[src/rtl/mem_arb_pkg.sv]
// Shared types for the data-port arbiter: access states,
// grant-select encoding and default timing constants.
package mem_arb_pkg;

  localparam int DEF_MEM_LAT    = 2;
  localparam int DEF_STARVE_MAX = 4;

  typedef enum logic [1:0] {
    IDLE    = 2'd0,
    CPU_ACC = 2'd1,
    DMA_ACC = 2'd2
  } arb_state_e;

  typedef enum logic [1:0] {
    GNT_NONE = 2'd0,
    GNT_CPU  = 2'd1,
    GNT_DMA  = 2'd2
  } gnt_e;

  function automatic arb_state_e gnt_state(gnt_e g);
    arb_state_e s;
    s = IDLE;
    case (g)
      GNT_CPU: s = CPU_ACC;
      GNT_DMA: s = DMA_ACC;
      default: s = IDLE;
    endcase
    return s;
  endfunction

endpackage

[src/rtl/mem_arb_starve_cnt.sv]
// Saturating DMA starvation counter.
// Ports: clock, reset, inc, clr (clr wins), sat, count.
module mem_arb_starve_cnt
  import mem_arb_pkg::*;
#(
  parameter int MAX = DEF_STARVE_MAX
) (
  input  logic                       clock,
  input  logic                       reset,
  input  logic                       inc,
  input  logic                       clr,
  output logic                       sat,
  output logic [$clog2(MAX+1)-1:0]   count
);

  localparam int W = $clog2(MAX + 1);

  assign sat = (count == W'(MAX));

  always_ff @(posedge clock) begin
    if (reset) begin
      count <= '0;
    end else if (clr) begin
      count <= '0;
    end else if (inc && !sat) begin
      count <= count + W'(1);
    end
  end

endmodule

[src/rtl/mem_port_arbiter.sv]
// CPU/DMA arbiter and sequencer for the single data-memory port.
// Ports: clock/reset, cpu_* (MEM stage), dma_*, mem_* (bus).
module mem_port_arbiter
  import mem_arb_pkg::*;
#(
  parameter int ADDR_W     = 32,
  parameter int DATA_W     = 32,
  parameter int MEM_LAT    = DEF_MEM_LAT,
  parameter int STARVE_MAX = DEF_STARVE_MAX
) (
  input  logic              clock,
  input  logic              reset,
  input  logic              cpu_req,
  input  logic              cpu_we,
  input  logic [ADDR_W-1:0] cpu_addr,
  input  logic [DATA_W-1:0] cpu_wdata,
  output logic [DATA_W-1:0] cpu_rdata,
  output logic              cpu_stall,
  input  logic              dma_req,
  input  logic              dma_we,
  input  logic [ADDR_W-1:0] dma_addr,
  input  logic [DATA_W-1:0] dma_wdata,
  output logic [DATA_W-1:0] dma_rdata,
  output logic              dma_ack,
  output logic              mem_en,
  output logic              mem_we,
  output logic [ADDR_W-1:0] mem_addr,
  output logic [DATA_W-1:0] mem_wdata,
  input  logic [DATA_W-1:0] mem_rdata
);

  localparam int CW = (MEM_LAT > 1) ? $clog2(MEM_LAT) : 1;
  localparam int SW = $clog2(STARVE_MAX + 1);
  localparam logic [CW-1:0] LAST = CW'(MEM_LAT - 1);

  arb_state_e        state;
  logic [CW-1:0]     cnt;
  logic              we_q;
  logic              dma_seen;
  logic [ADDR_W-1:0] addr_q;
  logic [DATA_W-1:0] wdata_q;
  logic [SW-1:0]     starve;
  logic              starved;
  logic              in_cpu;
  logic              in_dma;
  logic              fin;
  logic              cpu_fin;
  logic              dma_fin;
  logic              arb_pt;
  logic              cpu_ok;
  logic              dma_ok;
  logic              inc;
  logic              clr;
  gnt_e              gnt;

  assign in_cpu  = (state == CPU_ACC);
  assign in_dma  = (state == DMA_ACC);
  assign fin     = (in_cpu | in_dma) & (cnt == LAST);
  assign cpu_fin = in_cpu & fin;
  assign dma_fin = in_dma & fin;
  assign arb_pt  = (state == IDLE) | fin;

  // The requester finishing this cycle may not re-win the port.
  assign cpu_ok = cpu_req & ~in_cpu;
  assign dma_ok = dma_req & ~in_dma;

  always_comb begin
    gnt = GNT_NONE;
    if (arb_pt) begin
      unique case (1'b1)
        dma_ok & starved:                gnt = GNT_DMA;
        cpu_ok & ~(dma_ok & starved):    gnt = GNT_CPU;
        dma_ok & ~starved & ~cpu_ok:     gnt = GNT_DMA;
        default:                         gnt = GNT_NONE;
      endcase
    end
  end

  // DMA counts as waiting if it asked at any point of the CPU access.
  assign inc = cpu_fin & (dma_seen | dma_req);
  assign clr = (gnt == GNT_DMA);

  mem_arb_starve_cnt #(
    .MAX (STARVE_MAX)
  ) u_starve (
    .clock (clock),
    .reset (reset),
    .inc   (inc),
    .clr   (clr),
    .sat   (starved),
    .count (starve)
  );

  always_ff @(posedge clock) begin
    if (reset) begin
      state    <= IDLE;
      cnt      <= '0;
      we_q     <= 1'b0;
      dma_seen <= 1'b0;
      addr_q   <= '0;
      wdata_q  <= '0;
    end else if (arb_pt) begin
      state    <= gnt_state(gnt);
      cnt      <= '0;
      dma_seen <= 1'b0;
      case (gnt)
        GNT_CPU: begin
          we_q    <= cpu_we;
          addr_q  <= cpu_addr;
          wdata_q <= cpu_wdata;
        end
        GNT_DMA: begin
          we_q    <= dma_we;
          addr_q  <= dma_addr;
          wdata_q <= dma_wdata;
        end
        default: begin
          we_q    <= 1'b0;
          addr_q  <= '0;
          wdata_q <= '0;
        end
      endcase
    end else begin
      cnt      <= cnt + CW'(1);
      dma_seen <= dma_seen | (in_cpu & dma_req);
    end
  end

  assign mem_en    = in_cpu | in_dma;
  assign mem_we    = we_q & fin;
  assign mem_addr  = addr_q;
  assign mem_wdata = wdata_q;
  assign cpu_rdata = cpu_fin ? mem_rdata : '0;
  assign dma_rdata = dma_fin ? mem_rdata : '0;
  assign dma_ack   = dma_fin;
  assign cpu_stall = cpu_req & ~cpu_fin;

  logic unused_ok;
  assign unused_ok = ^starve;

endmodule

[config.mk]
export PLATFORM = sky130hd
export DESIGN_NAME = mem_port_arbiter
export DESIGN_NICKNAME = d
export VERILOG_FILES = /design/src/rtl/mem_arb_pkg.sv /design/src/rtl/mem_arb_starve_cnt.sv /design/src/rtl/mem_port_arbiter.sv
export SDC_FILE = /design/constraint.sdc
export NUM_CORES = 1
export LEC_CHECK = 0
export CAP_MARGIN = 25
export CORE_ASPECT_RATIO = 0.75
export CORE_MARGIN = 3
export CORE_UTILIZATION = 34
export CTS_BUF_LIST = sky130_fd_sc_hd__clkbuf_16
export CTS_CLUSTER_DIAMETER = 120
export DETAILED_ROUTE_END_ITERATION = 7
export PLACE_DENSITY = 0.83
export RECOVER_POWER = 50
export SYNTH_ARGS = -nofsm -noshare
export SYNTH_HDL_FRONTEND = slang
export SYNTH_SLANG_ARGS = --single-unit
[constraint.sdc]
create_clock -name clock -period 3.3 [get_ports clock]
set_clock_uncertainty 0.2 [all_clocks]
set_input_delay 0.66 -clock clock [delete_from_list [all_inputs] [get_ports clock]]
set_output_delay 0.66 -clock clock [all_outputs]
set_load 0.01 [all_outputs]
==> impl_results.md <==
- Worst-case vdd ir drop: 0.273 mV
- Hold WC Path Type: register to register
- Synth top area cells: dfxtp_1 38%, o2bb2ai_2 20%, a22oi_1 13%, and3_1 5.8%, and2_1 5.7%
- Final number of setup-violating endpoints: 0
- Synthesized cell area: 0.00376 sq mm
- Commonest cells in the netlist: 72 x dfxtp_1, 65 x a22oi_1, 50 x o2bb2ai_2, 35 x and3_1, 34 x and2_1
- Initial antenna violation count: 0
- CTS buffer count: 9
- Largest stage delay on the critical path: 550 ps
- Final Hold Vio Count: 0
- Clock buffer depth: 2
- Wire length per cell: 19.0 um
- Post-Syn Area per Cell: 10.6 sq um
- Initial drt markers: approximately 190
- Synth Flop Type: dfxtp_1
- DRC violation count after routing: 0
- Die area: about 0.012 sq mm
- Nets: 812
- Die W: 127 um
- CP Data Required Time: approximately 2400 ps
- Setup TNS Final: 0 ps
- HPWL after detailed placement: between 10,000 and 15,000 um
- Seq/Total Area, Yosys: 0.384
- Crit. End Element: output pin
- CTS tree: built
- Multi-input logic area: ~0.0021 sq mm
- Setup crit start kind: register
- Routability cong.: 0.892
- Ratio of cells with drive above 1 in the final layout: 0.113
- Switching Fraction: 0.309
- Worst-path cell chain: inv_1 > ha_1 > and3_1 > buf_6 > and2_1 > clkdlybuf4s50_1
- WP data arrival: 2290 ps
- Core box area: 0.0105 sq mm
- PwrDens: 383 mW/mm^2
- Area after DPL: 0.00683 sq mm
- Sw power: about 830 uW
- Design area: 0.00703 sq mm
- Clock Sinks: 72
- Initial Util: 0.357
- Period Utilization, post-route: 0.955
- EDFF count, synth: 0
- Utilization after layout: 0.668
- Root Buffer: clkbuf_16
- Clock network power share: 0.308
- Syn. warnings: 0
- Share of the synthesized area in the top cell type: 0.384
- Row count: 32
- Fill cell count: 819
- First-pass GRT wire length: 22,500 um
- Via density: around 5.2
- Syn Inst Count: 356
- Int Pwr: 1860 uW
- Cell with the most instances after synthesis: dfxtp_1
- CP max FO: 33
- Ant diodes: 0
- RSZ-0062 raised after global routing: no
- Fin Hold WS: 258 ps
- Pleak: 0.00283 uW
- # hold bufs at CTS: 0
- Setup bufs post-CTS: 0
- Vias in the first global route: 4,064
- H-Tree Depth: 3
- Largest net degree at the start of global routing: 35
- Tmin final: 3150 ps
- Max-slew violations: 0
- Cell accounting for the most synthesized area: dfxtp_1
- Clock transition at path regs: around 50 ps
- Outcome: finished, final reports clean
- Slowest-stage cell, CP: clkdlybuf4s50_1
- Max cap viols: 0
- Ys async rst share: 0
- IO Count: 298
- Clock latency on the worst-skew pair: 320 ps
- Worst Max-Slew Pin Slew: ~830 ps
- CP Class: register to output pin
- Yosys reg bits: 72
- Antenna-violating nets left: 0
- Post-Syn Nets: between 500 and 600
- Syn-to-layout area delta: 87.1%
- Sequential Area: 0.00144 sq mm
- Seq pwr share: 0.367
- Combinational Power Share: 0.324
- Via count: 3,997
- Congestion Overflow GR: 0
- Maximum clock frequency: 0.317 GHz
- Port Buffers: about 300
- Netlist cell types: 27
- First-pass DRT Iterations: 4
- Die Y-Extent: between 90 and 100 um
- Post-CTS Resized: 0
- Max-slew headroom: 0.448
- Final WL: 14,800 um
- Gr usage total: 0.227
==> critical path: cells and delay by family (launching register included) <==
kind          cells  cell delay (ps)
buf+inv           3              840
simple gates      2              400
flops             1              370
fa+ha+maj         1              360
==> final cells by class <==
type | instances | share of cell area
tap | 136 | 0.0242
inverter | 4 | 0.00214
timing repair buffer | 308 | 0.439
sequential | 72 | 0.205
multi-input combinational | 242 | 0.294
clock inverter | 5 | 0.00374
clock buffer | 9 | 0.0320
==> stage by stage <==
step,total power [uW],worst slack (ps),std cells
after floorplan,1460,924,356
after global placement,1900,279,762
after detailed placement,1930,205,762
after CTS,2770,102,776
after global routing,2830,32.7,776
final,2690,147,776
==> layout by cell type (no fill, tap or decap) <==
master / n
and2_0: 1
a21oi_1: 4
or3_2: 1
buf_4: 6
o21ai_0: 4
a22oi_1: 65
clkinv_2: 3
ha_1: 7
a21oi_2: 1
a21boi_0: 1
nor2_4: 1
nor2b_1: 2
nand4b_1: 1
o2bb2ai_2: 43
dlygate4sd3_1: 72
and2_1: 33
clkbuf_2: 1
dfxtp_1: 72
buf_6: 2
a21o_1: 1
clkbuf_16: 9
nand2_1: 9
and3_1: 35
o2bb2ai_1: 22
inv_1: 4
clkdlybuf4s50_1: 225
nor2_1: 2
o211a_1: 1
nand4_1: 2
buf_12: 2
clkinvlp_4: 1
ha_2: 2
clkinv_1: 1
nor3_1: 2
nand2b_1: 2
==> metal layers <==
metal  GRT usage  vias up  routed length (um)
met5           0        -                   0
met4      0.0495        0                 180
met3      0.0579       15                 980
met2       0.395      150                7440
met1       0.283     1904                6160
li1            -     1928                   -
==> registers in the layout, indices dropped and copies added, names as in the netlist <==
name	flops
u_starve.count	3
cnt	1
we_q	1
state	2
mem_addr	32
mem_wdata	32
dma_seen	1
==> power by group through the flow <==
stage               Sequential, uW  Clock, uW  Combinational (uW)
floorplan                     1030          0                 424
global placement              1010          0                 891
detailed placement            1010          0                 919
CTS                            995        857                 923
global route                   999        891                 938
finish                         990        831                 874
==> final timing paths <==
| kind | start | endpoint | slack (ps) | cells after the start |
|---|---|---|---|---|
| worst max-delay path | state[0]$_SDFFE_PP0P_ | dma_rdata[1] | 150 | 6 |
| worst min-delay path | mem_wdata[27]$_SDFFE_PP0P_ | mem_wdata[27]$_SDFFE_PP0P_ | 260 | 1 |
| worst max register to register | state[1]$_SDFFE_PP0P_ | mem_wdata[0]$_SDFFE_PP0P_ | 310 | 9 |
| worst min register to register | mem_wdata[27]$_SDFFE_PP0P_ | mem_wdata[27]$_SDFFE_PP0P_ | 260 | 1 |
==> cell families after synthesis <==
group,share of synthesized area
AO/OA/AOI/OAI,0.384
flip-flops,0.384
buffers and inverters,0.0576
AND/OR/NAND/NOR,0.144
adder cells (fa/ha/maj),0.0300
(Power assumes the default switching activity.)
